## src/rtl/alu_4_pkg.sv

```systemverilog
`default_nettype none
// ============================================================================
// Module      : alu_4_pkg
// Description : Shared opcode type and named opcode constants for the alu_4
//               block and its combinational core.
// Revision    : 1.0 - initial release
// ============================================================================
package alu_4_pkg;

  // 3-bit opcode; every encoding is a legal operation
  typedef enum logic [2:0] {
    OP_ADD = 3'b000,
    OP_SUB = 3'b001,
    OP_AND = 3'b010,
    OP_OR  = 3'b011,
    OP_XOR = 3'b100,
    OP_SHL = 3'b101,
    OP_SHR = 3'b110,
    OP_CMP = 3'b111
  } alu_op_t;

endpackage : alu_4_pkg
`default_nettype wire

```

## src/rtl/alu_4_core.sv

```systemverilog
`default_nettype none
// ============================================================================
// Module      : alu_4_core
// Description : Purely combinational ALU datapath. Produces a WIDTH-bit result
//               and a carry/borrow/shifted-out bit from A, B and the opcode.
//               WIDTH must be at least 3 so the three CMP flags fit.
// Revision    : 1.0 - initial release
// ============================================================================
module alu_4_core
  import alu_4_pkg::*;
#(
  parameter int WIDTH = 4
) (
  input  logic [WIDTH-1:0] A,
  input  logic [WIDTH-1:0] B,
  input  logic [2:0]       ALU_Sel,
  output logic [WIDTH-1:0] result,
  output logic             carry
);

  alu_op_t op;
  assign op = alu_op_t'(ALU_Sel);

  // Decode the opcode into a result/carry pair; defaults keep this latch-free
  always_comb begin
    result = '0;
    carry  = 1'b0;
    case (op)
      OP_ADD: {carry, result} = {1'b0, A} + {1'b0, B};
      OP_SUB: begin
        result = A - B;
        carry  = (A < B);      // borrow out of the subtraction
      end
      OP_AND: result = A & B;
      OP_OR:  result = A | B;
      OP_XOR: result = A ^ B;
      OP_SHL: begin
        result = {A[WIDTH-2:0], 1'b0};
        carry  = A[WIDTH-1];
      end
      OP_SHR: begin
        result = {1'b0, A[WIDTH-1:1]};
        carry  = A[0];
      end
      OP_CMP: begin
        // one-hot flags: bit0 equal, bit1 greater, bit2 less
        result[0] = (A == B);
        result[1] = (A > B);
        result[2] = (A < B);
      end
      default: begin
        result = '0;
        carry  = 1'b0;
      end
    endcase
  end

endmodule : alu_4_core
`default_nettype wire

```

## src/rtl/alu_4.sv

```systemverilog
`default_nettype none
// ============================================================================
// Module      : alu_4
// Description : Registered ALU wrapper. One-cycle latency from in_valid to
//               out_valid; results hold while in_valid is low. The optional
//               Zero output is enabled by defining ALU_4_ZERO_FLAG_EN.
// Revision    : 1.0 - initial release
// ============================================================================
module alu_4
  import alu_4_pkg::*;
#(
  parameter int WIDTH = 4
) (
  input  logic             clk,
  input  logic             rst_n,
  input  logic             in_valid,
  input  logic [WIDTH-1:0] A,
  input  logic [WIDTH-1:0] B,
  input  logic [2:0]       ALU_Sel,
  output logic [WIDTH-1:0] ALU_Out,
  output logic             Carry_Out,
  output logic             out_valid
`ifdef ALU_4_ZERO_FLAG_EN
  ,
  output logic             Zero
`endif
);

  logic [WIDTH-1:0] core_result;
  logic             core_carry;

  alu_4_core #(
    .WIDTH (WIDTH)
  ) u_core (
    .A       (A),
    .B       (B),
    .ALU_Sel (ALU_Sel),
    .result  (core_result),
    .carry   (core_carry)
  );

  // Capture the core result on valid cycles; out_valid is a one-cycle echo
  always_ff @(posedge clk or negedge rst_n) begin
    if (!rst_n) begin
      ALU_Out   <= '0;
      Carry_Out <= 1'b0;
      out_valid <= 1'b0;
`ifdef ALU_4_ZERO_FLAG_EN
      Zero      <= 1'b0;
`endif
    end else begin
      out_valid <= in_valid;
      if (in_valid) begin
        ALU_Out   <= core_result;
        Carry_Out <= core_carry;
`ifdef ALU_4_ZERO_FLAG_EN
        Zero      <= (core_result == '0);
`endif
      end
    end
  end

endmodule : alu_4
`default_nettype wire

```

## config.mk

```make
export PLATFORM = sky130hd
export DESIGN_NAME = alu_4
export DESIGN_NICKNAME = d
export VERILOG_FILES = /design/src/rtl/alu_4_pkg.sv /design/src/rtl/alu_4_core.sv /design/src/rtl/alu_4.sv
export SDC_FILE = /design/constraint.sdc
export NUM_CORES = 1
export LEC_CHECK = 0
export CAP_MARGIN = 40
export CORE_MARGIN = 2
export CORE_UTILIZATION = 50
export CTS_CLUSTER_SIZE = 40
export DETAILED_ROUTE_END_ITERATION = 12
export DONT_BUFFER_PORTS = 1
export PLACE_DENSITY = 0.74
export SYNTH_ARGS = -nofsm -noshare
export SYNTH_HDL_FRONTEND = slang
export SYNTH_HIERARCHICAL = 1
export SYNTH_SLANG_ARGS = --single-unit
```

## constraint.sdc

```tcl
create_clock -name clk -period 0.92 [get_ports clk]
set_input_delay 0.184 -clock clk [delete_from_list [all_inputs] [get_ports clk]]
set_output_delay 0.184 -clock clk [all_outputs]
set_load 0.1 [all_outputs]
```

Word level (Yosys, flattened, before mapping)

Index checks and enable logic that the tools add are counted.

Bits in registers: 6
Input port bits: 14
Output and inout bits: 6

Add/subtract/negate cells: 2
$lt $le $gt $ge: 2
Equal/unequal tests: 8
Mux-type cells: 3
Bitwise logic cells: 3
Reductions and logical operators: 1

Operator list:

| cell                                           | number |
|---|---|
| one-hot mux 3 bit (8 select lines)             | 1 |
| == test 3 bit (second input constant)          | 4 |
| == test 3 x 2 -> 1 bit (second input constant) | 2 |
| one-hot mux 1 bit (6 select lines)             | 1 |
| adder 4 x 4 -> 5 bit                           | 1 |
| bitwise AND 4 bit                              | 1 |
| == test 4 bit                                  | 1 |
| > comparator 4 bit                             | 1 |
| less-than comparator 4 bit                     | 1 |
| OR 4 bit                                       | 1 |
| one-hot mux 1 bit (4 select lines)             | 1 |
| subtractor 4 bit                               | 1 |
| bitwise XOR 4 bit                              | 1 |
| == test 3 x 1 -> 1 bit (second input constant) | 1 |
| logical NOT 3 bit                              | 1 |

Depth between registers and ports, before layout

Gate-level depths: netlist of run 1.

Depth after elaboration: 2
Mapped depth: 9
Mapped depth without buffers: 9

Hierarchy

Netlist of run 1, hierarchy kept.

By module, submodules not included:

| module     | times used | cells an instance | area each (um^2) |
|---|---|---|---|
| alu_4_core | 1          | 86                | 640.6 |
| alu_4      | 1          | 11                | 206.4 |

Least setup slack after synthesis of run 1

OpenSTA, ideal clock, no wires.

Kind: input to register
Start point: input port A[2]
End point: register ALU_Out[3]
Library setup time: 0.125 ns
Arrival time: 1.621 ns
Data required time: 0.795 ns
Setup slack: -0.827 ns
Stages: 7
Buffers on the path: 0
Cell sequence: inv_1 -> ha_1 -> or2b_1 -> o221ai_2 -> or3_1 -> a31o_1 -> mux2_2

Cells in the longest elaborated chain, start to end: 2
Elaborated cells on any way between the ends: 3
Classes of those cells: add/sub: 2; mux: 1

RTL lines:

| element                                                  | RTL line                           | RTL |
|---|---|---|
| start, declared                                          | alu_4.sv:17                        | `input logic [WIDTH-1:0] A,` |
| subtractor 4 bit or adder 4 x 4 -> 5 bit (tied branches) | alu_4_core.sv:31, alu_4_core.sv:29 |  |
| one-hot mux 1 bit (6 select lines) *                     | alu_4_core.sv:28                   | `case (op)` |
| named net core_result[3]                                 | alu_4.sv:29                        | `logic [WIDTH-1:0] core_result;` |
| end signal, assigned                                     | alu_4.sv:54                        | `ALU_Out <= core_result;` |
| end, declared                                            | alu_4.sv:20                        | `output logic [WIDTH-1:0] ALU_Out,` |

The timed path passes the listed nets; every way through them passes the cells marked *.
A chain may end at the register's enable or synchronous reset.

Worst setup path after layout of run 1

Start point: input port B[1]
End point: register ALU_Out[3]

Cells in the longest elaborated chain, start to end: 2
Elaborated cells on any way between the ends: 3
Classes of those cells: add/sub: 2; mux: 1

RTL lines:

| element                                                  | RTL line                           | RTL |
|---|---|---|
| start, declared                                          | alu_4.sv:18                        | `input logic [WIDTH-1:0] B,` |
| subtractor 4 bit or adder 4 x 4 -> 5 bit (tied branches) | alu_4_core.sv:31, alu_4_core.sv:29 |  |
| one-hot mux 1 bit (6 select lines) *                     | alu_4_core.sv:28                   |  |
| named net core_result[3]                                 | alu_4.sv:29                        |  |

Marks and branches as above.

==> results of run 1 <==
[worst paths after layout]
kind                            cells past startpoint  slack (ns)                   start                endpoint
worst max-delay path                                7       -0.54                    B[1]  ALU_Out[3]$_DFFE_PN0P_
worst min-delay path                                1        0.09                in_valid  ALU_Out[2]$_DFFE_PN0P_
worst max register to register                      2       -0.01  ALU_Out[3]$_DFFE_PN0P_  ALU_Out[3]$_DFFE_PN0P_
worst min register to register                      1        0.56   Carry_Out$_DFFE_PN0P_   Carry_Out$_DFFE_PN0P_
max in group asynchronous                           1        0.44                   rst_n  ALU_Out[2]$_DFFE_PN0P_
min in group asynchronous                           1        0.24                   rst_n  ALU_Out[0]$_DFFE_PN0P_
[critical path: cells and delay by family]
kind,cells,cell delay [ns]
compound gates,3,0.45
simple gates,1,0.37
fa+ha+maj,1,0.25
mux,1,0.26
buf+inv,1,0.08
[what timing repair did]
action,4_1_cts,5_1_grt
endpoints found under the hold margin,7,0
pin swaps,11,8
resized for setup,5,11
hold buffers,2,0
cloned,0,0
setup endpoints to repair,11,11
setup buffers,3,1
[logic make-up (layout without fill, tap and decap cells)]
kind of cell	Yosys count	count (layout)	synth area share, %
flops	6	6	17.7
mux	9	9	12.9
fa+ha+maj	15	15	23.9
compound gates	22	22	19.2
simple gates	27	27	16.8
buf+inv	18	41	9.45
[cell usage after synthesis (2+ instances only)]
master | count | area (um2)
inv_1 | 14 | 52.6
ha_1 | 13 | 163
dfrtp_1 | 6 | 150
nor2_1 | 6 | 22.5
mux2_2 | 5 | 56.3
nand2_1 | 5 | 18.8
nand2b_1 | 5 | 31.3
a21oi_1 | 4 | 20.0
mux2i_1 | 3 | 30.0
nor4_1 | 3 | 18.8
fa_1 | 2 | 40.0
o21ai_0 | 2 | 10.0
o21ai_1 | 2 | 10.0
o2bb2ai_1 | 2 | 17.5
[state kept, by name, indices dropped and copies added (netlist names)]
signal / flops
ALU_Out: 4
Carry_Out: 1
out_valid: 1
[metrics by stage]
stage               hold WS (ns)  util [%]
floorplan                 -0.112         -
global placement          -0.111      74.3
detailed placement        -0.111      74.3
CTS                       0.0669      81.5
global route              0.0819      85.5
finish                    0.0904      85.5
[power by group]
| part | internal, W | switching, W | total [W] |
|---|---|---|---|
| sequential | 0.000310 | 0.0000445 | 0.000355 |
| clock | 0.000166 | 0.000118 | 0.000284 |
| combinational | 0.000465 | 0.000551 | 0.00102 |
[area by class of cell]
class | instances | area (um2) | area share (%)
multi-input cells | 73 | 786 | 59.6
clock buffers | 4 | 26.3 | 1.99
inverters | 14 | 68.8 | 5.22
well taps | 16 | 20.0 | 1.52
repair buffers | 23 | 260 | 19.8
flip-flops and latches | 6 | 156 | 11.9
[routing by layer]
layer / part of all wire, % / vias up / track usage, %
met5: 0 / - / 0
met3: 6.3 / 8 / 7.60
met4: 1.9 / 0 / 10.0
met1: 41 / 406 / 37.8
met2: 51 / 43 / 45.4
li1: - / 389 / -
==> run metrics, run 1 <==
post-layout min period 1.46 ns; category of the critical setup timing path in -> reg; overall die width 45.2 um; Total Power 0.00165 W; maximum clock insertion buffer count 2; number of clock sinks 6; first-pass GRT wire length 4140 um; quantity of I/O buffers inserted on ports 0; sum of net half-perimeters after detailed placement 1690 um; arrival time of the worst setup path 1.59 ns; maximum cell stage delay along the critical path 0.37 ns; kind of start point of the critical path input pin; largest net degree at the start of global routing 20; DRT iter0 DRCs 26; most common cell after layout, fill and taps aside buf_4; sequential fraction of the synthesis area 17.7%; flip-flop and latch count after synthesis 6; clock-pin slew on the worst setup and hold paths 0.05 ns; run status complete, but fails checks; largest fanout on the critical path 3; y dimension of the die 45.2 um; share of async-settable or async-resettable flops after synthesis 100%; vias in the first global route 883; share of the cycle needed by the critical path after routing 159%; I/O pin count 20; library cell contributing the largest single delay on the critical path or3_1; placer's final routability congestion estimate 0.844; worst vdd rail ir drop 1.23 mV; share of final-layout standard cells stronger than drive strength 1 49.2%; pre-CTS setup slack -0.853 ns; number of optimization iterations in the first detailed-route pass 4; RSZ-0062 raised after global routing true; crit path cell chain clkinvlp_4, ha_4, a21oi_4, o221ai_2, or3_1, a31o_1, mux2_4; leakage component of the power 0.575 nW; average wire length per cell after detail routing 19.8 um; fin worst setup slack -0.540 ns; total die area 2040 um2; number of antenna cells inserted 0; Cells after Synth 97; Setup Skew 0 ns; Floorplan Core Area 1540 um2; final instance area 1320 um2; Placed Cells 126; placed cell area 1140 um2; Final setup viols 11; count of final hold-check violations 0; starting density of the core 55.0%; Post-Synthesis Cell Area 847 um2; H-tree Lvls 1; # DRC 0; kind of capture point of the worst setup path flip-flop; dominant register cell in the synthesized netlist dfrtp_1; maximum clock frequency 0.685 GHz; via/cell ratio 6.22; remaining global-route overflow 0; worst min-delay path category in -> reg; Synthesis Warnings 6; violated checks negative setup slack; syn_nets 126; Cell variety after synth 39; final instance count without filler cells 136; mean instance size in the synthesized netlist 8.73 um2; Max-Slew Margin vs Limit 77.9%; Filler Cell Count 77; clock insertion delay at the later pin of the skew report 0.26 ns; number of nets at the end of the flow 150; count of pins over their slew limit 0; clk root buf clkbuf_4; clock tree from TritonCTS yes; number of max-capacitance violations reported 0; Req. time, crit path 1.05 ns; P&R area growth vs syn 55.5%; power density of the placed cells 1260 nW/um2; global router's overall resource usage 28.7%; Worst Tran Pin Value 0.329 ns; number of enable flip-flop cells after synthesis 0; commonest cells after routing, fill and taps aside 13 x buf_4, 10 x inv_1, 7 x ha_1; remaining antenna violation count after routing 0; Vias 846; final WL 2700 um; CTS Buf Count 3; num rows 14; final setup TNS -3.13 ns; initial antenna violation count 0
(Power assumes the default switching activity.)
==> run 2, diff against run 1 <==
==> constraint.sdc (replaced) <==
create_clock -name clk -period 1.8 [get_ports clk]
set_input_delay 0.36 -clock clk [delete_from_list [all_inputs] [get_ports clk]]
set_output_delay 0.36 -clock clk [all_outputs]
set_load 0.005 [all_outputs]
==> run 2 against run 1 <==
Effect of this change:
- the run now ends clean
- via count decreased by 14%
- flip-flop and latch count did not move
- routed wire length down 32%
- core utilization fell by 21 points
- die area unchanged
- clock power is 56% lower
- sequential power decreased by 52%
- design area down 24%
- largest power group unchanged
- power is 71% lower
- critical path type unchanged
- combinational power down 81%
- global-route usage fell by 7.2 points
- count of clock-buffer cells in the layout shrank 1
- highest routed layer unchanged
==> run metrics, run 2 (same netlist as run 1, synthesis figures left out) <==
run status complete, no violations; category of the critical setup timing path in -> reg; Req. time, crit path 1.93 ns; total die area 2040 um2; worst min-delay path category in -> reg; count of pins over their slew limit 0; clock-pin slew on the worst setup and hold paths 0.05 ns; Max-Slew Margin vs Limit 73.9%; y dimension of the die 45.2 um; Largest register FFs 4; global routing usage on met3 5.60%; clk root buf clkbuf_4; arrival time of the worst setup path 1.84 ns; DRT iter0 DRCs 32; I/O pin count 20; share of the cycle needed by the critical path after routing 95.3%; library cell contributing the largest single delay on the critical path nor4_1; sum of net half-perimeters after detailed placement 1510 um; starting density of the core 55.0%; number of clock sinks 6; remaining antenna violation count after routing 0; # DRC 0; Setup Skew 0 ns; hold bufs inserted after CTS 1; Filler Cell Count 127; maximum cell stage delay along the critical path 0.42 ns; largest fanout on the critical path 5; average wire length per cell after detail routing 15.4 um; Most Crowded Layer GR met2; H-tree Lvls 1; Final setup viols 0; Worst Tran Pin Value 0.387 ns; final core utilization 64.6%; count of final hold-check violations 0; clock insertion delay at the later pin of the skew report 0.25 ns; final WL 1850 um; P&R area growth vs syn 17.6%; number of nets at the end of the flow 135; count of buffers added by post-CTS timing repair for setup 0; number of optimization iterations in the first detailed-route pass 4; kind of capture point of the worst setup path flip-flop; Floorplan Core Area 1540 um2; post-layout min period 1.71 ns; share of final-layout standard cells stronger than drive strength 1 26.0%; maximum clock frequency 0.583 GHz; quantity of I/O buffers inserted on ports 0; largest net degree at the start of global routing 20; Buffers & Inverters on Critical Path 1; register name with the most flops ALU_Out; worst vdd rail ir drop 0.447 mV; overall die width 45.2 um; maximum clock insertion buffer count 2; RSZ-0062 raised after global routing false; crit path cell chain inv_1, ha_1, nor4_1, nor3b_1, a21oi_1, a21oi_1, mux2_2; Total Power 0.000485 W; remaining global-route overflow 0; number of max-capacitance violations reported 0; global router's overall resource usage 21.5%; CTS-repair resized insts 0; met1 routing resource usage after global routing 30.0%; vias in the first global route 694; number of antenna cells inserted 0; category of cells accounting for the largest share of critical-path delay simple AND/OR/NAND/NOR gates; placer's final routability congestion estimate 0.808; power density of the placed cells 487 nW/um2; Vias 727; most frequent cell on the critical path a21oi_1; first-pass GRT wire length 3150 um; leakage component of the power 0.456 nW; kind of start point of the critical path input pin; commonest cells after routing, fill and taps aside 10 x inv_1, 10 x ha_1, 7 x buf_4, 6 x dfrtp_1, 6 x nor2_1; num rows 14; via/cell ratio 6.06; GRT met2 Usage 33.1%; CTS Buf Count 3; clock tree from TritonCTS yes; largest registers ALU_Out: 4 flops, Carry_Out: 1 flops, out_valid: 1 flops; initial antenna violation count 0
run 2: cell count changes in the layout (fill, tap and decap cells not counted), moves of 3 or more:
cell / delta
mux2_4: -3
buf_4: -6
dfrtp_2: -5
dfrtp_1: +5
mux2_2: +3
ha_4: -3
buf_12: -6
ha_1: +3
run 2: area by class of cell:
type                       count  area, um2  area share, %
inverter                      14       68.8           6.91
clock buffer                   3       22.5           2.26
multi-input combinational     73        672           67.5
sequential                     6        150           15.1
timing repair buffer           8       62.6           6.28
tap                           16       20.0           2.01
run 2: final timing paths:
check / start / endpoint / slack [ns] / depth (start not counted)
max in group asynchronous: rst_n / Carry_Out$_DFFE_PN0P_ / 1.17 / 1
max: A[3] / ALU_Out[1]$_DFFE_PN0P_ / 0.09 / 7
min in group asynchronous: rst_n / ALU_Out[1]$_DFFE_PN0P_ / 0.42 / 1
max reg2reg: ALU_Out[2]$_DFFE_PN0P_ / ALU_Out[2]$_DFFE_PN0P_ / 1.02 / 1
min: in_valid / out_valid$_DFF_PN0_ / 0.14 / 0
min reg2reg: ALU_Out[3]$_DFFE_PN0P_ / ALU_Out[3]$_DFFE_PN0P_ / 0.53 / 1
run 2: per-stage QoR:
stage	worst slack (ns)	cell area [um2]	hold slack (ns)	cells	TNS [ns]
2_1_floorplan	-0.0376	918	0.0644	97	-0.0533
3_3_place_gp	-0.160	963	0.0645	116	-0.485
3_5_place_dp	-0.166	963	0.0645	116	-0.594
4_1_cts	0.0893	996	0.136	120	0
5_1_grt	0.0227	996	0.125	120	0
6_report	0.0852	996	0.141	120	0
run 2: where the power goes:
part / switching, W / internal (W) / total (W)
clock: 0.0000492 / 0.0000755 / 0.000125
sequential: 0.0000143 / 0.000156 / 0.000170
combinational: 0.0000856 / 0.000105 / 0.000191
total: 0.000149 / 0.000336 / 0.000485
run 2: routing by layer:
| layer | routed length [um] | share of wire [%] |
|---|---|---|
| met1 | 848 | 46 |
| met2 | 877 | 47 |
| met3 | 107 | 5.8 |
| met4 | 14 | 0.76 |
| met5 | 0 | 0 |
==> run 3, diff against run 2 <==
GPL_TIMING_DRIVEN = 0   (was default)
==> run 3 against run 2 <==
Effect of this change:
- sequential power hardly changed
- clock skew stayed put
- cell count is 2.5% lower
- register-to-register slack hardly changed
- count of clock-buffer cells in the layout stayed put
- design area is 2.5% lower
- core utilization is 1.6 points lower
- critical endpoint is now ALU_Out[3]$_DFFE_PN0P_
==> run metrics, run 3 (same netlist as run 1, synthesis figures left out) <==
CTS Buf Count 3; wire length on met3 108 um; num rows 14; number of nets at the end of the flow 132; count of buffers added by post-CTS timing repair for setup 0; share of the cycle needed by the critical path after routing 96.8%; # DRC 0; Req. time, crit path 1.94 ns; largest registers ALU_Out: 4 flops, Carry_Out: 1 flops, out_valid: 1 flops; number of clock sinks 6; Worst Tran Pin Value 0.572 ns; fin worst setup slack 0.0578 ns; Filler Cell Count 146; P&R area growth vs syn 14.6%; global router's overall resource usage 21.8%; largest net degree at the start of global routing 11; share of final-layout standard cells stronger than drive strength 1 22.8%; number of antenna cells inserted 0; Vias 736; worst vdd rail ir drop 0.465 mV; Max-Slew Margin vs Limit 61.5%; pre-CTS setup slack -0.162 ns; clk root buf clkbuf_4; count of final hold-check violations 0; commonest cells after routing, fill and taps aside 10 x inv_1, 10 x ha_1, 6 x dfrtp_1, 6 x nor2_1, 5 x nand2_1; starting density of the core 55.0%; RSZ-0062 raised after global routing false; top layer used by detailed routing met4; clock insertion delay at the later pin of the skew report 0.27 ns; register name with the most flops ALU_Out; met2 wirelength from detailed routing 939 um; Total Power 0.000505 W; largest fanout on the critical path 4; number of max-capacitance violations reported 0; remaining antenna violation count after routing 0; power density of the placed cells 521 nW/um2; initial antenna violation count 0; Placed Cells 113; placed cell area 938 um2; maximum clock insertion buffer count 2; average wire length per cell after detail routing 16.8 um; H-tree Lvls 1; number of optimization iterations in the first detailed-route pass 4; kind of capture point of the worst setup path flip-flop; kind of start point of the critical path input pin; final instance count without filler cells 117; count of pins over their slew limit 0; Floorplan Core Area 1540 um2; Final setup viols 0; Largest register FFs 4; post-layout min period 1.74 ns; DRT iter0 DRCs 15; run status complete, no violations; I/O pin count 20; final WL 1960 um; placer's final routability congestion estimate 0.871; maximum clock frequency 0.574 GHz; Setup Skew 0 ns; clock-pin slew on the worst setup and hold paths 0.05 ns; y dimension of the die 45.2 um; total die area 2040 um2; worst min-delay path category in -> reg; leakage component of the power 0.437 nW; vias in the first global route 719; remaining global-route overflow 0; category of the critical setup timing path in -> reg; first-pass GRT wire length 3220 um; quantity of I/O buffers inserted on ports 0; sum of net half-perimeters after detailed placement 1530 um; final instance area 971 um2; clock tree from TritonCTS yes; arrival time of the worst setup path 1.88 ns; via/cell ratio 6.29; M1 wire length 890 um; overall die width 45.2 um
-- run 3: cell types whose count changed in the layout (fill, tap and decap cells not counted), sizes merged --
cell and delta:
buf -4, clkbuf +1
-- run 3: path summary, 6_finish.rpt --
check	end	cells after the start	slack [ns]	from
hold / removal	out_valid$_DFF_PN0_	0	0.12	in_valid
setup reg to reg	ALU_Out[2]$_DFFE_PN0P_	1	1.03	ALU_Out[2]$_DFFE_PN0P_
min in group asynchronous	ALU_Out[0]$_DFFE_PN0P_	1	0.40	rst_n
hold reg to reg	ALU_Out[2]$_DFFE_PN0P_	1	0.54	ALU_Out[2]$_DFFE_PN0P_
max in group asynchronous	ALU_Out[3]$_DFFE_PN0P_	1	1.16	rst_n
setup / recovery	ALU_Out[3]$_DFFE_PN0P_	7	0.06	B[1]
-- run 3: worst max-delay path: stages --
cell	delay [ns]
clkinvlp_4	0.10
ha_4	0.31
nor2_1	0.04
nor4_1	0.44
o21ai_0	0.15
a31o_1	0.22
mux2_2	0.25
-- run 3: layout make-up --
class	instances	area, um2	area share, %
Multi-Input combinational cell	73	672	69.2
Sequential cell	6	150	15.5
Inverter	14	68.8	7.09
Buffer	4	27.5	2.84
Clock buffer	3	22.5	2.32
Tap cell	16	20.0	2.06
Timing Repair Buffer	1	10.0	1.03
-- run 3: where the power goes --
part           internal [W]  switching (W)
logic              0.000100      0.0000968
registers          0.000156      0.0000147
clock network     0.0000763      0.0000620
total              0.000332       0.000173
-- run 3: per-stage QoR --
step / TNS [ns] / utilization [%] / hold slack (ns)
3_5_place_dp: -0.452 / 60.9 / 0.0645
5_1_grt: 0 / 63.0 / 0.118
3_3_place_gp: -0.403 / 60.9 / 0.0645
2_1_floorplan: -0.0533 / - / 0.0644
6_report: 0 / 63.0 / 0.118
4_1_cts: 0 / 63.0 / 0.117
-- run 3: per-layer routing --
metal	up-vias	global-route usage (%)
met5	-	0
met4	0	7.06
met3	2	4.40
met2	28	36.3
met1	353	28.0
li1	353	-
-- run 3: what timing repair did --
action / in CTS / in global routing
endpoints found under the setup margin: 0 / 0
hold buffers: 1 / 0
resized for setup: 0 / 0
hold endpoints to repair: 6 / 0
